$ cat config.mk
export PLATFORM = sky130hd
export DESIGN_NAME = mag_compare_seq_flat
export DESIGN_NICKNAME = d
export VERILOG_FILES = /design/src/rtl/mag_compare_seq_pkg.sv /design/src/rtl/mag_compare_seq_if.sv /design/src/rtl/mag_compare_chunk.sv /design/src/rtl/mag_compare_seq.sv /design/src/flat_wrapper.sv
export SDC_FILE = /design/constraint.sdc
export NUM_CORES = 1
export LEC_CHECK = 0
export ABC_AREA = 1
export CAP_MARGIN = 30
export CORE_MARGIN = 2
export CORE_UTILIZATION = 35
export CTS_BUF_LIST = sky130_fd_sc_hd__clkbuf_16
export DETAILED_ROUTE_END_ITERATION = 8
export PLACE_DENSITY = 0.7
export SLEW_MARGIN = 40
export SYNTH_ARGS = -nofsm -noshare
export SYNTH_HDL_FRONTEND = slang
export SYNTH_HIERARCHICAL = 1
export SYNTH_SLANG_ARGS = --single-unit
$ cat constraint.sdc
create_clock -name clk -period 7.4 [get_ports clk]
set_input_delay 1.48 -clock clk [delete_from_list [all_inputs] [get_ports clk]]
set_output_delay 1.48 -clock clk [all_outputs]
set_load 0.1 [all_outputs]
$ cat src/rtl/mag_compare_seq_pkg.sv
`default_nettype none
// ============================================================================
//  Module      : mag_compare_seq_pkg
//  Description : Shared types for the sequential magnitude comparator:
//                FSM state enum, result encoding and cascade resolution.
//  Revision    : 1.0 - initial release
// ============================================================================
package mag_compare_seq_pkg;

  // Controller states
  typedef enum logic [1:0] {
    ST_IDLE = 2'd0,
    ST_RUN  = 2'd1,
    ST_DONE = 2'd2
  } state_t;

  // Result encoding, one bit per flag: {lt, gt, eq}
  typedef enum logic [2:0] {
    RES_NONE = 3'b000,
    RES_EQ   = 3'b001,
    RES_GT   = 3'b010,
    RES_LT   = 3'b100
  } result_t;

  localparam int c_res_eq_bit = 0;
  localparam int c_res_gt_bit = 1;
  localparam int c_res_lt_bit = 2;

  // Cascade inputs packed as {lt, gt, eq}; anything but a single hot bit
  // is treated as an invalid cascade and yields no flag at all.
  function automatic result_t resolve_cascade(input logic [2:0] casc);
    case (casc)
      3'b001:  return RES_EQ;
      3'b010:  return RES_GT;
      3'b100:  return RES_LT;
      default: return RES_NONE;
    endcase
  endfunction

endpackage : mag_compare_seq_pkg
`default_nettype wire

$ cat src/rtl/mag_compare_seq_if.sv
`default_nettype none
// ============================================================================
//  Module      : mag_compare_seq_if
//  Description : Request/result bus of the sequential magnitude comparator.
//                master = requester/consumer, slave = comparator.
//  Revision    : 1.0 - initial release
// ============================================================================
interface mag_compare_seq_if #(
  parameter int WIDTH = 16,
  parameter int CHUNK = 4
);
  localparam int c_nchunk = WIDTH / CHUNK;
  localparam int c_cyc_w  = $clog2(c_nchunk + 1);

  logic               in_valid;
  logic               in_ready;
  logic [WIDTH-1:0]   a;
  logic [WIDTH-1:0]   b;
  logic               signed_mode;
  logic               aeqbin;
  logic               agtbin;
  logic               altbin;
  logic               out_valid;
  logic               out_ready;
  logic               aeqb;
  logic               agtb;
  logic               altb;
  logic [c_cyc_w-1:0] cycles;

  modport master (
    output in_valid, a, b, signed_mode, aeqbin, agtbin, altbin, out_ready,
    input  in_ready, out_valid, aeqb, agtb, altb, cycles
  );

  modport slave (
    input  in_valid, a, b, signed_mode, aeqbin, agtbin, altbin, out_ready,
    output in_ready, out_valid, aeqb, agtb, altb, cycles
  );

endinterface : mag_compare_seq_if
`default_nettype wire

$ cat src/rtl/mag_compare_chunk.sv
`default_nettype none
// ============================================================================
//  Module      : mag_compare_chunk
//  Description : Combinational CHUNK-bit unsigned compare. Inverting the MSB
//                of both operands turns a two's-complement top chunk into an
//                order-preserving unsigned compare.
//  Revision    : 1.0 - initial release
// ============================================================================
module mag_compare_chunk #(
  parameter int CHUNK = 4
) (
  input  logic [CHUNK-1:0] a_i,
  input  logic [CHUNK-1:0] b_i,
  input  logic             invert_msb_i,
  output logic             gt_o,
  output logic             lt_o,
  output logic             eq_o
);

  logic [CHUNK-1:0] w_msb_mask;
  logic [CHUNK-1:0] w_a;
  logic [CHUNK-1:0] w_b;

  assign w_msb_mask = invert_msb_i ? (CHUNK'(1) << (CHUNK - 1)) : '0;
  assign w_a        = a_i ^ w_msb_mask;
  assign w_b        = b_i ^ w_msb_mask;

  assign gt_o = (w_a >  w_b);
  assign lt_o = (w_a <  w_b);
  assign eq_o = (w_a == w_b);

endmodule : mag_compare_chunk
`default_nettype wire

$ cat src/rtl/mag_compare_seq.sv
`default_nettype none
// ============================================================================
//  Module      : mag_compare_seq
//  Description : Sequential magnitude comparator. Walks the operands one
//                CHUNK at a time from the MSB end, stopping at the first
//                differing chunk; equal operands fall back to the cascade
//                inputs of a less-significant stage.
//  Revision    : 1.0 - initial release
// ============================================================================
module mag_compare_seq
  import mag_compare_seq_pkg::*;
#(
  parameter int WIDTH = 16,
  parameter int CHUNK = 4
) (
  input  logic                    clk,
  input  logic                    rst,
  mag_compare_seq_if.slave        bus_if
);

  localparam int c_nchunk = WIDTH / CHUNK;
  localparam int c_idx_w  = (c_nchunk > 1) ? $clog2(c_nchunk) : 1;
  localparam int c_cyc_w  = $clog2(c_nchunk + 1);
  localparam logic [c_idx_w-1:0] c_last_idx = c_idx_w'(c_nchunk - 1);

  if ((CHUNK < 1) || (CHUNK > WIDTH) || ((WIDTH % CHUNK) != 0)) begin : g_param_check
    $error("mag_compare_seq: WIDTH must be a positive multiple of CHUNK");
  end

  state_t              state_q, state_d;
  logic [WIDTH-1:0]    a_q, b_q;
  logic                signed_q;
  logic [2:0]          casc_q;          // {lt, gt, eq}
  logic [c_idx_w-1:0]  idx_q, idx_d;
  logic [c_cyc_w-1:0]  cnt_q, cnt_d;    // chunks examined so far
  logic [c_cyc_w-1:0]  cycles_q, cycles_d;
  result_t             res_q, res_d;

  logic                w_accept;
  logic [CHUNK-1:0]    w_a_chunk, w_b_chunk;
  logic                w_gt, w_lt, w_eq;

  assign w_accept  = (state_q == ST_IDLE) && bus_if.in_valid;
  assign w_a_chunk = a_q[idx_q*CHUNK +: CHUNK];
  assign w_b_chunk = b_q[idx_q*CHUNK +: CHUNK];

  mag_compare_chunk #(.CHUNK(CHUNK)) u_chunk (
    .a_i          (w_a_chunk),
    .b_i          (w_b_chunk),
    .invert_msb_i (signed_q && (idx_q == c_last_idx)),
    .gt_o         (w_gt),
    .lt_o         (w_lt),
    .eq_o         (w_eq)
  );

  // Capture the request only on the accept cycle; held for the whole walk.
  always_ff @(posedge clk) begin
    if (rst) begin
      a_q      <= '0;
      b_q      <= '0;
      signed_q <= 1'b0;
      casc_q   <= 3'b000;
    end else if (w_accept) begin
      a_q      <= bus_if.a;
      b_q      <= bus_if.b;
      signed_q <= bus_if.signed_mode;
      casc_q   <= {bus_if.altbin, bus_if.agtbin, bus_if.aeqbin};
    end
  end

  // State, index, counter and result registers.
  always_ff @(posedge clk) begin
    if (rst) begin
      state_q  <= ST_IDLE;
      idx_q    <= c_last_idx;
      cnt_q    <= '0;
      cycles_q <= '0;
      res_q    <= RES_NONE;
    end else begin
      state_q  <= state_d;
      idx_q    <= idx_d;
      cnt_q    <= cnt_d;
      cycles_q <= cycles_d;
      res_q    <= res_d;
    end
  end

  // Next-state logic: results and cycle count load only on entry to DONE.
  always_comb begin
    state_d  = state_q;
    idx_d    = idx_q;
    cnt_d    = cnt_q;
    cycles_d = cycles_q;
    res_d    = res_q;
    case (state_q)
      ST_IDLE: begin
        if (bus_if.in_valid) begin
          state_d = ST_RUN;
          idx_d   = c_last_idx;
          cnt_d   = '0;
        end
      end
      ST_RUN: begin
        cnt_d = cnt_q + c_cyc_w'(1);
        if (w_gt) begin
          res_d    = RES_GT;
          cycles_d = cnt_d;
          state_d  = ST_DONE;
        end else if (w_lt) begin
          res_d    = RES_LT;
          cycles_d = cnt_d;
          state_d  = ST_DONE;
        end else if (w_eq && (idx_q == '0)) begin
          res_d    = resolve_cascade(casc_q);
          cycles_d = cnt_d;
          state_d  = ST_DONE;
        end else begin
          idx_d = idx_q - c_idx_w'(1);
        end
      end
      ST_DONE: begin
        if (bus_if.out_ready) begin
          state_d = ST_IDLE;
        end
      end
      default: begin
        state_d = ST_IDLE;
      end
    endcase
  end

  assign bus_if.in_ready  = (state_q == ST_IDLE);
  assign bus_if.out_valid = (state_q == ST_DONE);
  assign bus_if.aeqb      = res_q[c_res_eq_bit];
  assign bus_if.agtb      = res_q[c_res_gt_bit];
  assign bus_if.altb      = res_q[c_res_lt_bit];
  assign bus_if.cycles    = cycles_q;

endmodule : mag_compare_seq
`default_nettype wire

$ cat src/flat_wrapper.sv
// flat-port wrapper written by rule: the top's interface ports become plain ports
module mag_compare_seq_flat import mag_compare_seq_pkg::*;
#(
  parameter int WIDTH = 16,
  parameter int CHUNK = 4
)
  (clk, rst, bus_if_in_valid, bus_if_a, bus_if_b, bus_if_signed_mode, bus_if_aeqbin, bus_if_agtbin, bus_if_altbin, bus_if_out_ready, bus_if_in_ready, bus_if_out_valid, bus_if_aeqb, bus_if_agtb, bus_if_altb, bus_if_cycles);
  mag_compare_seq_if #(.WIDTH(WIDTH), .CHUNK(CHUNK)) bus_if_i ();
  input  logic clk;
  input  logic rst;
  input wire logic [$bits(bus_if_i.in_valid)-1:0] bus_if_in_valid;
  input wire logic [$bits(bus_if_i.a)-1:0] bus_if_a;
  input wire logic [$bits(bus_if_i.b)-1:0] bus_if_b;
  input wire logic [$bits(bus_if_i.signed_mode)-1:0] bus_if_signed_mode;
  input wire logic [$bits(bus_if_i.aeqbin)-1:0] bus_if_aeqbin;
  input wire logic [$bits(bus_if_i.agtbin)-1:0] bus_if_agtbin;
  input wire logic [$bits(bus_if_i.altbin)-1:0] bus_if_altbin;
  input wire logic [$bits(bus_if_i.out_ready)-1:0] bus_if_out_ready;
  output wire logic [$bits(bus_if_i.in_ready)-1:0] bus_if_in_ready;
  output wire logic [$bits(bus_if_i.out_valid)-1:0] bus_if_out_valid;
  output wire logic [$bits(bus_if_i.aeqb)-1:0] bus_if_aeqb;
  output wire logic [$bits(bus_if_i.agtb)-1:0] bus_if_agtb;
  output wire logic [$bits(bus_if_i.altb)-1:0] bus_if_altb;
  output wire logic [$bits(bus_if_i.cycles)-1:0] bus_if_cycles;
  assign bus_if_i.in_valid = bus_if_in_valid;
  assign bus_if_i.a = bus_if_a;
  assign bus_if_i.b = bus_if_b;
  assign bus_if_i.signed_mode = bus_if_signed_mode;
  assign bus_if_i.aeqbin = bus_if_aeqbin;
  assign bus_if_i.agtbin = bus_if_agtbin;
  assign bus_if_i.altbin = bus_if_altbin;
  assign bus_if_i.out_ready = bus_if_out_ready;
  assign bus_if_in_ready = bus_if_i.in_ready;
  assign bus_if_out_valid = bus_if_i.out_valid;
  assign bus_if_aeqb = bus_if_i.aeqb;
  assign bus_if_agtb = bus_if_i.agtb;
  assign bus_if_altb = bus_if_i.altb;
  assign bus_if_cycles = bus_if_i.cycles;
  mag_compare_seq #(.WIDTH(WIDTH), .CHUNK(CHUNK)) u_core (.clk(clk), .rst(rst), .bus_if(bus_if_i));
endmodule
# Word-level counts from Yosys, hierarchy flattened

Index checks and enable logic that the tools add are counted.

Bits in registers: 49
Input port bits: 40
Logic and storage cells: 62

Add/sub/neg operators: 2
Magnitude comparators: 2
Equal/unequal tests: 13
Shift operators: 2
Mux-type cells: 21
Bitwise logic cells: 2
Reductions and logical operators: 11

Operators with widths:

| cell                                                             | count |
|---|---|
| 16-bit by 5-bit indexed part select with 4-bit output            | 2 |
| 3-bit two-way mux                                                | 7 |
| 2-bit two-way mux                                                | 9 |
| 2-bit != test (second input constant)                            | 5 |
| 3-bit case mux with 3 select lines                               | 1 |
| 4-bit XOR                                                        | 2 |
| 2-bit case mux with 3 select lines                               | 1 |
| 3-bit case mux with 2 select lines                               | 1 |
| 5-bit AND reduction                                              | 1 |
| 2-bit == test (second input constant)                            | 2 |
| 4-bit == test                                                    | 1 |
| 4-bit greater-than comparator                                    | 1 |
| 2-bit zero test                                                  | 2 |
| 4-bit less-than comparator                                       | 1 |
| 4-bit two-way mux                                                | 1 |
| 4-bit by 3-bit != test with 1-bit output (second input constant) | 1 |
| 2-bit case mux with 2 select lines                               | 1 |
| 2-bit AND reduction                                              | 2 |
| 3-bit by 1-bit adder with 3-bit output (second input constant)   | 1 |
| 3-bit by 1-bit == test with 1-bit output (second input constant) | 1 |
| 3-bit by 2-bit == test with 1-bit output (second input constant) | 1 |
| 3-bit == test (second input constant)                            | 1 |
| 1-bit logical AND                                                | 3 |
| 3-bit AND reduction                                              | 1 |
| 4 further kinds                                                  | 4 |

# Depth between registers and ports, before layout

Word-level depth: 10
Mapped depth: 18
Mapped depth without buffers: 16

# Cells and area by module

Netlist, hierarchy kept.

Modules (own cells, without submodules):

| module            | times used | cells an instance | area an instance (µm²) | sequential area each (µm²) |
|---|---|---|---|---|
| mag_compare_seq   | 1          | 296               | 2102.0                 | 980.9 |
| mag_compare_chunk | 1          | 21                | 128.9                  | 0.0 |

# Worst setup path before layout

No wires, ideal clock.

Kind: reg2out
Start: register u_core.state_q[1]
End: output port bus_if_out_valid
Arrival time: 1.706 ns
Path slack: 4.214 ns
Cell stages (with the launch flop): 3
Buffers on the path: 0
Cell sequence: dfxtp_1 -> inv_1 -> nor2_1

Word-level cells in the longest chain between the ends: 1

RTL lines:

| element                  | line                   | text |
|---|---|---|
| start: declaration       | mag_compare_seq.sv:30  | `state_t state_q, state_d;` |
| start signal: assignment | mag_compare_seq.sv:80  | `state_q <= state_d;` |
| 2-bit == test            | mag_compare_seq.sv:133 | `assign bus_if.out_valid = (state_q == ST_DONE);` |
| end: declaration         | flat_wrapper.sv:20     | `output wire logic [$bits(bus_if_i.out_valid)-1:0] bus_if_out_valid;` |

No other way between the ends.

# Final worst setup path

Start: register u_core.idx_q[0]
End: register u_core.res_q[2]

Elaborated cells on any way between the ends: 16
Classes of those cells: order compare: 2; eq/ne: 2; shift: 2; mux: 3; bitwise: 2; reduce/logical: 5

RTL lines:

| element                                                 | line                    | text |
|---|---|---|
| start: declaration                                      | mag_compare_seq.sv:34   | `logic [c_idx_w-1:0] idx_q, idx_d;` |
| start signal: assignment                                | mag_compare_seq.sv:75   | `idx_q <= c_last_idx;` |
| start signal: assignment                                | mag_compare_seq.sv:81   | `idx_q <= idx_d;` |
| 16-bit by 5-bit indexed part select with 4-bit output * | mag_compare_seq.sv:45   | `assign w_b_chunk = b_q[idx_q*CHUNK +: CHUNK];` |
| named net u_core.w_b_chunk[3]                           | mag_compare_seq.sv:40   | `logic [CHUNK-1:0] w_a_chunk, w_b_chunk;` |
| 4-bit XOR *                                             | mag_compare_chunk.sv:26 | `assign w_b = b_i ^ w_msb_mask;` |
| 4-bit greater-than comparator *                         | mag_compare_chunk.sv:28 | `assign gt_o = (w_a > w_b);` |
| named net u_core.w_gt                                   | mag_compare_seq.sv:41   | `logic w_gt, w_lt, w_eq;` |
| 3-bit nonzero test (no source line)                     | n/a                     |  |
| 2-bit AND reduction (no source line)                    | n/a                     |  |
| end signal: assignment                                  | mag_compare_seq.sv:84   | `res_q <= res_d;` |
| end: declaration                                        | mag_compare_seq.sv:37   | `result_t res_q, res_d;` |

Mark *: on every way through the listed nets, which the timed path passes. The rest lies on a longest branch.
A chain may end at the register's enable or synchronous reset.

==> impl_results.md <==
* Clock Pin Slew Worst Setup and Hold Paths at 0.06 ns
* Clk_skew at 0.00346 ns
* Mapped Area at 2230 um^2
* Final period util at 0.422
* Drt total wl at 4850 um
* First-pass iteration count of the detailed router at 4
* Clock sink count at 49
* PostCTS Resize Cnt at 0
* GP Congestion at 0.795
* Final Hold Viols at 0
* Clk Latency, worst-skew pair at 0.29 ns
* Commonest cells post-synth: nor2_1 (107), o21ai_0 (52), dfxtp_1 (49)
* Post-synth top flop: dfxtp_1
* Post-CTS Hold Buffers at 0
* Crit Path Max Fanout at 20
* Max Clock Freq at 320 MHz
* Syn nets at 364
* Initial Utilization at 0.357
* Max_slew headroom at 0.552
* Via count at 2059
* Number of global-route vias before repair at 1955
* Number of synthesized flops with an enable pin at 0
* Die W at 83.8 um
* CTS buffer count at 5
* Max Cap Viol at 0
* H-tree levels at 2
* Critical Path AT at 3.31 ns
* Count of cell types in the netlist at 21
* Gate Count Post-Synth at 317
* Fill count at 659
* DP HPWL at 3470 um
* Final ANT Viol Nets at 0
* DRT iter0 DRCs at 126
* Post-CTS Setup Repair Bufs at 0
* Full die area at 7030 um^2
* Maximum vdd drop at 0.176 mV
* CTS root buf: clkbuf_16
* Fin Setup TNS at 0 ns
* Combinational share of power at 0.472
* Worst Setup EP: u_core/res_q[2]
* Required time worst endpoint at 7.58 ns
* Layout cells sized above 1 at 0.0590
* R2r setup slk at 4.28 ns
* Core region area at 6240 um^2
* Total congestion overflow at 0
* Outcome: finished clean
* Drt wl/cell at 11.2 um
* # port buffers at 47
* Gr usage total at 0.151
* Part of the power in registers at 0.340
* Hold Crit Class: flop to flop
* FP Rows at 29
* Non-filler cells, final at 433
* Critical path type: flop to flop
* Synth async-reset ratio at 0
* Int Pwr at 638 uW
* Setup crit start kind: flop
* Power density over cell area at 412 nW/um^2
* CTS tree: done
* Largest net degree at the start of global routing at 45
* Seq cells post-synth at 49
* Ys Warns at 6
* Post-route minimum period at 3.12 ns
* First-pass GRT wire length at 8760 um
* Final setup vio count at 0
* CP endpoint kind: flop
* Register area share after synthesis at 0.440
* RSZ-0062 raised after global routing: no
* Lkg Pwr at 0.00121 uW
* DRC errors left at 0
* Reg2reg start: u_core/idx_q[0]
* Most numerous cell in the Yosys netlist: nor2_1
* Top area cells in the synthesized netlist: dfxtp_1 (44%), nor2_1 (18%), o21ai_0 (12%)
* Vias per inst at 4.76
* Dpl cells at 425
* Ant diodes at 0
* Area growth syn-to-layout at 25.6%
* Cell count of the worst reg-to-reg path at 14
* Area leader, netlist: dfxtp_1
* Clk buf depth at 2
* Reg2reg end: u_core/res_q[2]
* Initial antenna violation count at 0
* Slew @ Worst Pin at 0.670 ns
* Clock power share at 0.188
* Die Height at 83.8 um
* NetSw at 517 uW
* Final Slew Violations at 0
* Ports at 48
* CP startpoint: u_core/idx_q[0]
* Switching Share at 0.447
* Nets at 402
* Avg Cell Area, Syn at 7.04 um^2
* Area fraction of the dominant cell type after synthesis at 0.440
## critical path: stages (launching register included)
cell and delay, ns:
dfxtp_1 0.68, inv_1 0.37, o21ai_0 0.26, o22ai_1 0.12
xnor2_1 0.14, ha_1 0.29, nand2_1 0.07, inv_1 0.05
nand2_1 0.05, a21oi_1 0.26, nor2_1 0.11, a21oi_2 0.41
nand2_1 0.11, nand2_1 0.07, nor2_1 0.04
## how the worst min path moves through the flow
| stage | slack [ns] | end | start | depth (start not counted) |
|---|---|---|---|---|
| floorplan | 0.44 | u_core/cnt_q[1] | u_core/cnt_q[1] | 2 |
| global placement | 0.46 | u_core/cnt_q[1] | u_core/cnt_q[1] | 2 |
| detailed placement | 0.47 | u_core/b_q[5] | u_core/b_q[5] | 2 |
| CTS | 0.48 | u_core/cnt_q[1] | u_core/cnt_q[1] | 2 |
| global route | 0.50 | u_core/bus_if.cycles[0] | u_core/bus_if.cycles[0] | 2 |
| finish | 0.48 | u_core/cnt_q[1] | u_core/cnt_q[1] | 2 |
## flip-flops by register name, indices dropped and copies added (netlist names)
signal,count
u_core/a_q,16
u_core/idx_q,2
u_core/b_q,16
u_core/cnt_q,3
u_core/state_q,2
u_core/signed_q,1
u_core/bus_if.cycles,3
u_core/res_q,3
u_core/casc_q,3
## through the flow
| step | utilization | hold slack [ns] | instance area [um^2] | setup WS (ns) | total power [uW] |
|---|---|---|---|---|---|
| CTS | 0.449 | 0.480 | 2800 | 4.31 | 1160 |
| global route | 0.449 | 0.502 | 2800 | 3.84 | 1270 |
| floorplan | - | 0.439 | 2230 | 4.21 | 848 |
| global placement | 0.433 | 0.456 | 2700 | 4.13 | 941 |
| detailed placement | 0.426 | 0.471 | 2660 | 4.28 | 940 |
| finish | 0.449 | 0.475 | 2800 | 4.28 | 1150 |
## routing by layer
metal	GRT usage	routed length, um	vias up
met1	0.199	2310	911
met2	0.250	2240	49
met5	0	0	-
met3	0.0317	232	5
li1	-	-	1094
met4	0.0440	70	0
## cells in the final DEF (no fill, tap or decap)
| cell type | n |
|---|---|
| nand2_2 | 1 |
| buf_2 | 8 |
| clkdlybuf4s50_1 | 39 |
| clkbuf_16 | 5 |
| nand2_1 | 33 |
| clkinv_4 | 1 |
| clkinv_2 | 1 |
| dfxtp_1 | 49 |
| nand3_1 | 7 |
| a21oi_1 | 10 |
| inv_2 | 1 |
| nor2_1 | 107 |
| xor2_1 | 2 |
| ha_1 | 7 |
| nor2_2 | 2 |
| inv_1 | 16 |
| clkinv_1 | 1 |
| o22ai_1 | 8 |
| and2_1 | 1 |
| a21oi_2 | 1 |
| o21ai_0 | 52 |
| o21ai_1 | 1 |
| inv_4 | 1 |
| xnor2_1 | 2 |
## logic make-up after synthesis
| group | after synthesis | share of synthesized area |
|---|---|---|
| adder cells (fa/ha/maj) | 7 | 0.0393 |
| XOR/XNOR | 4 | 0.0157 |
| AND/OR/NAND/NOR | 151 | 0.262 |
| buffers and inverters | 34 | 0.0752 |
| flip-flops | 49 | 0.440 |
| AO/OA/AOI/OAI | 72 | 0.168 |
## layout make-up
cell class,count,area (um^2),share of cell area
Clock buffer,5,125,0.0446
Clock inverter,3,17.5,0.00625
Inverter,18,70.1,0.0250
Multi-Input combinational cell,234,1080,0.386
Sequential cell,49,981,0.350
Tap cell,77,96.3,0.0344
Timing Repair Buffer,47,430,0.154
## power groups by stage
stage | Combinational, uW | Sequential, uW | Clock [uW]
after floorplan | 402 | 445 | 0
after global placement | 546 | 396 | 0
after detailed placement | 543 | 397 | 0
after CTS | 546 | 392 | 223
after global routing | 635 | 401 | 235
final | 545 | 392 | 217
No activity file was read; power rests on OpenSTA's default activity.
